==> src/rtl/bus_slave_mem_pkg.sv <==
// rtl/bus_slave_mem_pkg.sv - shared bus constants and slave FSM state encoding
package bus_slave_mem_pkg;

  localparam int DATA_W = 32;
  localparam int CNT_W  = 4;

  localparam logic READ     = 1'b1;
  localparam logic WRITE    = 1'b0;
  localparam logic ENABLE_  = 1'b0;
  localparam logic DISABLE_ = 1'b1;

  typedef enum logic [1:0] {
    ST_IDLE   = 2'd0,
    ST_WAIT   = 2'd1,
    ST_ACCESS = 2'd2,
    ST_RESP   = 2'd3
  } state_t;

endpackage

==> src/rtl/bus_slave_mem.sv <==
// rtl/bus_slave_mem.sv - bus responder with programmable wait states fronting a 1-cycle word RAM
module bus_slave_mem
  import bus_slave_mem_pkg::*;
#(
  parameter int ADDR_W      = 10,
  parameter int DEPTH       = 1024,
  parameter int WAIT_CYCLES = 0
) (
  input  logic              clk,
  input  logic              reset,
  input  logic              cs_,
  input  logic              as_,
  input  logic              rw,
  input  logic [ADDR_W-1:0] addr,
  input  logic [DATA_W-1:0] wr_data,
  output logic [DATA_W-1:0] rd_data,
  output logic              rdy_,
  output logic              busy,
  output logic              mem_en,
  output logic              mem_we,
  output logic [ADDR_W-1:0] mem_addr,
  output logic [DATA_W-1:0] mem_wr_data,
  input  logic [DATA_W-1:0] mem_rd_data
);

  localparam logic [CNT_W-1:0] WAIT_LOAD = (WAIT_CYCLES > 0) ? CNT_W'(WAIT_CYCLES - 1) : '0;
  localparam logic [31:0]      DEPTH_U   = 32'(DEPTH);

  state_t           state, state_d;
  logic [CNT_W-1:0] cnt;
  logic             rw_q;
  logic             in_range_q;
  logic             accept;
  logic             in_range;

  assign accept   = (state == ST_IDLE) && !cs_ && !as_;
  assign in_range = ({{(32-ADDR_W){1'b0}}, addr} < DEPTH_U);

  always_ff @(posedge clk) begin
    if (!reset) begin
      state       <= ST_IDLE;
      cnt         <= '0;
      rw_q        <= READ;
      in_range_q  <= 1'b0;
      mem_addr    <= '0;
      mem_wr_data <= '0;
    end else begin
      state <= state_d;
      if (accept) begin
        cnt         <= WAIT_LOAD;
        rw_q        <= rw;
        in_range_q  <= in_range;
        mem_addr    <= addr;
        mem_wr_data <= wr_data;
      end else if (state == ST_WAIT && cnt != '0) begin
        cnt <= cnt - 1'b1;
      end
    end
  end

  // Outputs depend only on registered state so they cannot glitch with bus inputs.
  always_comb begin
    state_d = state;
    rdy_    = DISABLE_;
    rd_data = '0;
    busy    = (state != ST_IDLE);
    mem_en  = 1'b0;
    mem_we  = 1'b0;
    case (state)
      ST_IDLE: begin
        if (accept) state_d = (WAIT_CYCLES > 0) ? ST_WAIT : ST_ACCESS;
      end
      ST_WAIT: begin
        if (cnt == '0) state_d = ST_ACCESS;
      end
      ST_ACCESS: begin
        mem_en  = in_range_q;
        mem_we  = in_range_q && (rw_q == WRITE);
        state_d = ST_RESP;
      end
      ST_RESP: begin
        rdy_ = ENABLE_;
        if (in_range_q && rw_q == READ) rd_data = mem_rd_data;
        state_d = ST_IDLE;
      end
      default: state_d = ST_IDLE;
    endcase
  end

endmodule

==> config.mk <==
export PLATFORM = sky130hd
export DESIGN_NAME = bus_slave_mem
export DESIGN_NICKNAME = d
export VERILOG_FILES = /design/src/rtl/bus_slave_mem_pkg.sv /design/src/rtl/bus_slave_mem.sv
export SDC_FILE = /design/constraint.sdc
export NUM_CORES = 1
export LEC_CHECK = 0
export CORE_AREA = 2 2 83 85
export DETAILED_ROUTE_END_ITERATION = 16
export DIE_AREA = 0 0 85 87
export PLACE_DENSITY = 0.79
export SYNTH_ARGS = -nofsm -noshare
export SYNTH_HDL_FRONTEND = slang
export SYNTH_SLANG_ARGS = --single-unit
export TNS_END_PERCENT = 1
==> constraint.sdc <==
create_clock -name clk -period 1.9 [get_ports clk]
set_clock_uncertainty 0.15 [all_clocks]
set_input_delay 0.38 -clock clk [delete_from_list [all_inputs] [get_ports clk]]
set_output_delay 0.38 -clock clk [all_outputs]
set_load 0.05 [all_outputs]
==> out/metrics.csv <==
stage,metric,value,unit
worst_setup_path,max incr delay on CP,0.33,ns
grt,vias in the first global route,2304,
grt,initial antenna violation count,0,
floorplanning,die height,87,microns
clock_tree,worst-case clock buffer depth,2,
timing,Tmin final,1.904,ns
clock_tree,CTS tree,built,
synth,Synth top cells by count,"90 x nand2_1, 50 x dfxtp_1, 39 x a21boi_1",
power,switching pwr,0.0007221,W
timing,"Slew Viols, Final",0,
floorplanning,die area,0.007395,sq mm
synth,synthesis-stage register bit count,50,
synth,ranking of synthesized cells by area,"dfxtp_1 46%, nand2_1 15%, a21boi_1 13%",
power,Clock Power Share,29.2,%
grt,pin count of the biggest net entering global routing,33,
detailed_routing,Starting DRT DRC Count,59,
detailed_routing,DRC viols,0,
final_layout,Finished Core Util,65.35,%
worst_setup_path,R2R Path Start,state[0],
timing,unrepaired setup endpoints after global routing,yes,
timing,Final Setup Violations,1,
worst_setup_path,CP Launch Point,state[0],
grt,GRT Util Overall,18.48,%
synth,Mapped Cells,264,
worst_setup_path,Critical Path AT,1.37,ns
worst_setup_path,slowest CP cell,dfxtp_1,
detailed_routing,Post-Route WL,6961,microns
worst_setup_path,"Req. time, crit path",1.37,ns
timing,fin worst setup slack,-0.004004,ns
clock_tree,Clock H-tree levels,2,
job,max-cap violation count,0,
worst_setup_path,CP Capture Type,primary output,
placed_design,Port-buffer cells,156,
power,Total Power,0.002525,W
hold_path,HP Start,mem_addr[5],
synth,ys async rst share,0,%
placed_design,global placement routability congestion,0.7783,
timing,Final Cycle Share,100.2,%
synth,area of the mapped netlist,0.002198,sq mm
worst_setup_path,crit path kind,reg -> out,
power,Flop pwr share,45.0,%
power,internal power,0.001803,W
power,Pleak,1.766,nW
floorplanning,Initial Util,33.47,%
final_layout,share of layout cells above drive strength 1,33.57,%
synth,synthesized area per cell,8.327,sq um
worst_setup_path,Crit path max-delay family,simple AND/OR/NAND/NOR gates,
outcome,failing checks,negative setup slack,
detailed_routing,Vias per Instance,4.553,
power,Power Density,588.2,mW/mm^2
synth,share of the synthesized area in the top cell type,45.53,%
timing,slew at the pin closest to its max-slew limit,0.3403,ns
synth,"EDFF count, synth",0,
clock_tree,latest clock arrival within the worst-skew pair,0.29,ns
floorplanning,io pins,157,
detailed_routing,vias post-DR,2304,
synth,most common cell in the netlist,nand2_1,
floorplanning,CORE AREA,0.006569,sq mm
placed_design,Post-DP HPWL,5827,microns
timing,final hold vios,0,
synth,syn nets,344,
synth,synth warn,0,
grt,first-pass GRT wire length,10860,microns
clock_tree,Post-CTS Setup Repair Bufs,0,
timing,Total Neg Setup Slack,-0.004004,ns
outcome,status,"complete, but fails checks",
power,worst ir drop on vdd,0.4058,mV
floorplanning,Die Width,85,microns
hold_path,min-delay worst type,reg -> reg,
final_layout,number of antenna diodes,0,
worst_setup_path,crit-path cells,"buf_4, nor2b_2, and2_4, nor2b_4, buf_12",
synth,sequential-to-total area share from yosys stat,45.53,%
timing,Slew HR,77.25,%
power,combinational share of power,25.7,%
floorplanning,cell row count,30,
worst_setup_path,worst path bufs/invs,2,
final_layout,Synth-to-Final Area Change,95.28,%
clock_tree,root buffer cell,clkbuf_8,
detailed_routing,drt first pass iters,4,
worst_setup_path,crit start category,flip-flop,
timing,highest clock rate,0.5252,GHz
clock_tree,Num CTS Buffers,5,
detailed_routing,antenna-violating nets left,0,
synth,"Distinct cells, synth",25,
clock_tree,"Reg clk slew, reported paths",0.10,ns
power,switch share,28.60,%
grt,grt total ovfl,0,
detailed_routing,Avg WL per Cell,13.76,microns
final_layout,nets@finish,505,
worst_setup_path,highest net fanout along the worst path,6,
synth,Yosys top cell by area,dfxtp_1,
clock_tree,clock sink count,50,
synth,"Primary FF master, synth",dfxtp_1,
power groups by stage:
stage | Clock, W | Combinational [W] | Sequential, W
final | 0.000738 | 0.000650 | 0.00114
after global routing | 0.000809 | 0.000695 | 0.00114
after global placement | 0 | 0.000645 | 0.00116
after detailed placement | 0 | 0.000652 | 0.00116
after CTS | 0.000763 | 0.000658 | 0.00114
after floorplan | 0 | 0.000186 | 0.00132
logic make-up (layout without fill, tap and decap cells):
kind of cell             Yosys count  after routing  synth area share [%]
AO/OA/AOI/OAI                     52             52                 16.96
adder cells (fa/ha/maj)            1              1                0.5691
buffers and inverters             20            182                 6.488
flip-flops                        50             50                 45.53
AND/OR/NAND/NOR                  141            141                 30.45
layer usage:
| metal | part of all wire, % | global-route usage [%] | routed length [microns] |
|---|---|---|---|
| met1 | 32 | 17.13 | 2207 |
| met2 | 54 | 35.37 | 3730 |
| met4 | 2.5 | 6.205 | 174 |
| met3 | 12 | 8.720 | 848 |
| met5 | 0 | 0 | 0 |
repair_timing:
item | 4_1_cts | 5_1_grt
hold buffers | 0 | 0
cloned | 0 | 0
endpoints found under the setup margin | 33 | 33
gates resized for setup | 9 | 1
worst reg2reg max path, delay by kind of cell, from the launching register on:
family	cells	cell delay, ns
simple gates	2	0.67
buf+inv	2	0.41
flops	1	0.33
compound gates	1	0.07
registers in the layout (all words and copies together), names as in the netlist:
signal       cells
rw_q             1
cnt              4
mem_wr_data     32
mem_addr        10
state            2
in_range_q       1
metrics by stage:
stage | cells | worst slack [ns] | hold slack [ns] | instance area [sq um]
5_1_grt | 506 | -0.08067 | 0.3282 | 4293
3_3_place_gp | 498 | -0.1670 | 0.2913 | 4158
4_1_cts | 506 | -0.02185 | 0.3089 | 4292
3_5_place_dp | 498 | -0.1881 | 0.2962 | 4158
6_report | 506 | -0.004004 | 0.3077 | 4293
2_1_floorplan | 264 | -0.09163 | 0.3038 | 2247
layout by cell type, fill, tap and decap left out, drive strengths merged, types with 2 or more instances in the layout:
cell,netlist,final
a21boi,42,42
a21oi,4,4
and2,33,33
buf,9,93
clkbuf,8,5
clkdlybuf4s50,0,78
dfxtp,50,50
inv,3,4
nand2,90,90
nand3,2,2
nor2,3,3
nor2b,3,3
o21a,2,2
o21ai,3,3
or4,2,2
layout make-up:
class / count / area [sq um]
fillers: 520 / 2276
well taps: 80 / 100.1
clock inverters: 3 / 43.79
flip-flops and latches: 50 / 1006
repair buffers: 171 / 1942
multi-input cells: 194 / 1121
clock buffers: 5 / 68.82
inverters: 3 / 11.26
worst paths after layout:
check / depth (start not counted) / endpoint / slack, ns
worst min-delay path: 2 / mem_addr[5] / 0.31
worst max register to register: 5 / mem_wr_data[3] / 0.17
worst min register to register: 2 / mem_addr[5] / 0.31
worst max-delay path: 5 / mem_we / -0.004
No activity file was read; power rests on OpenSTA's default activity.
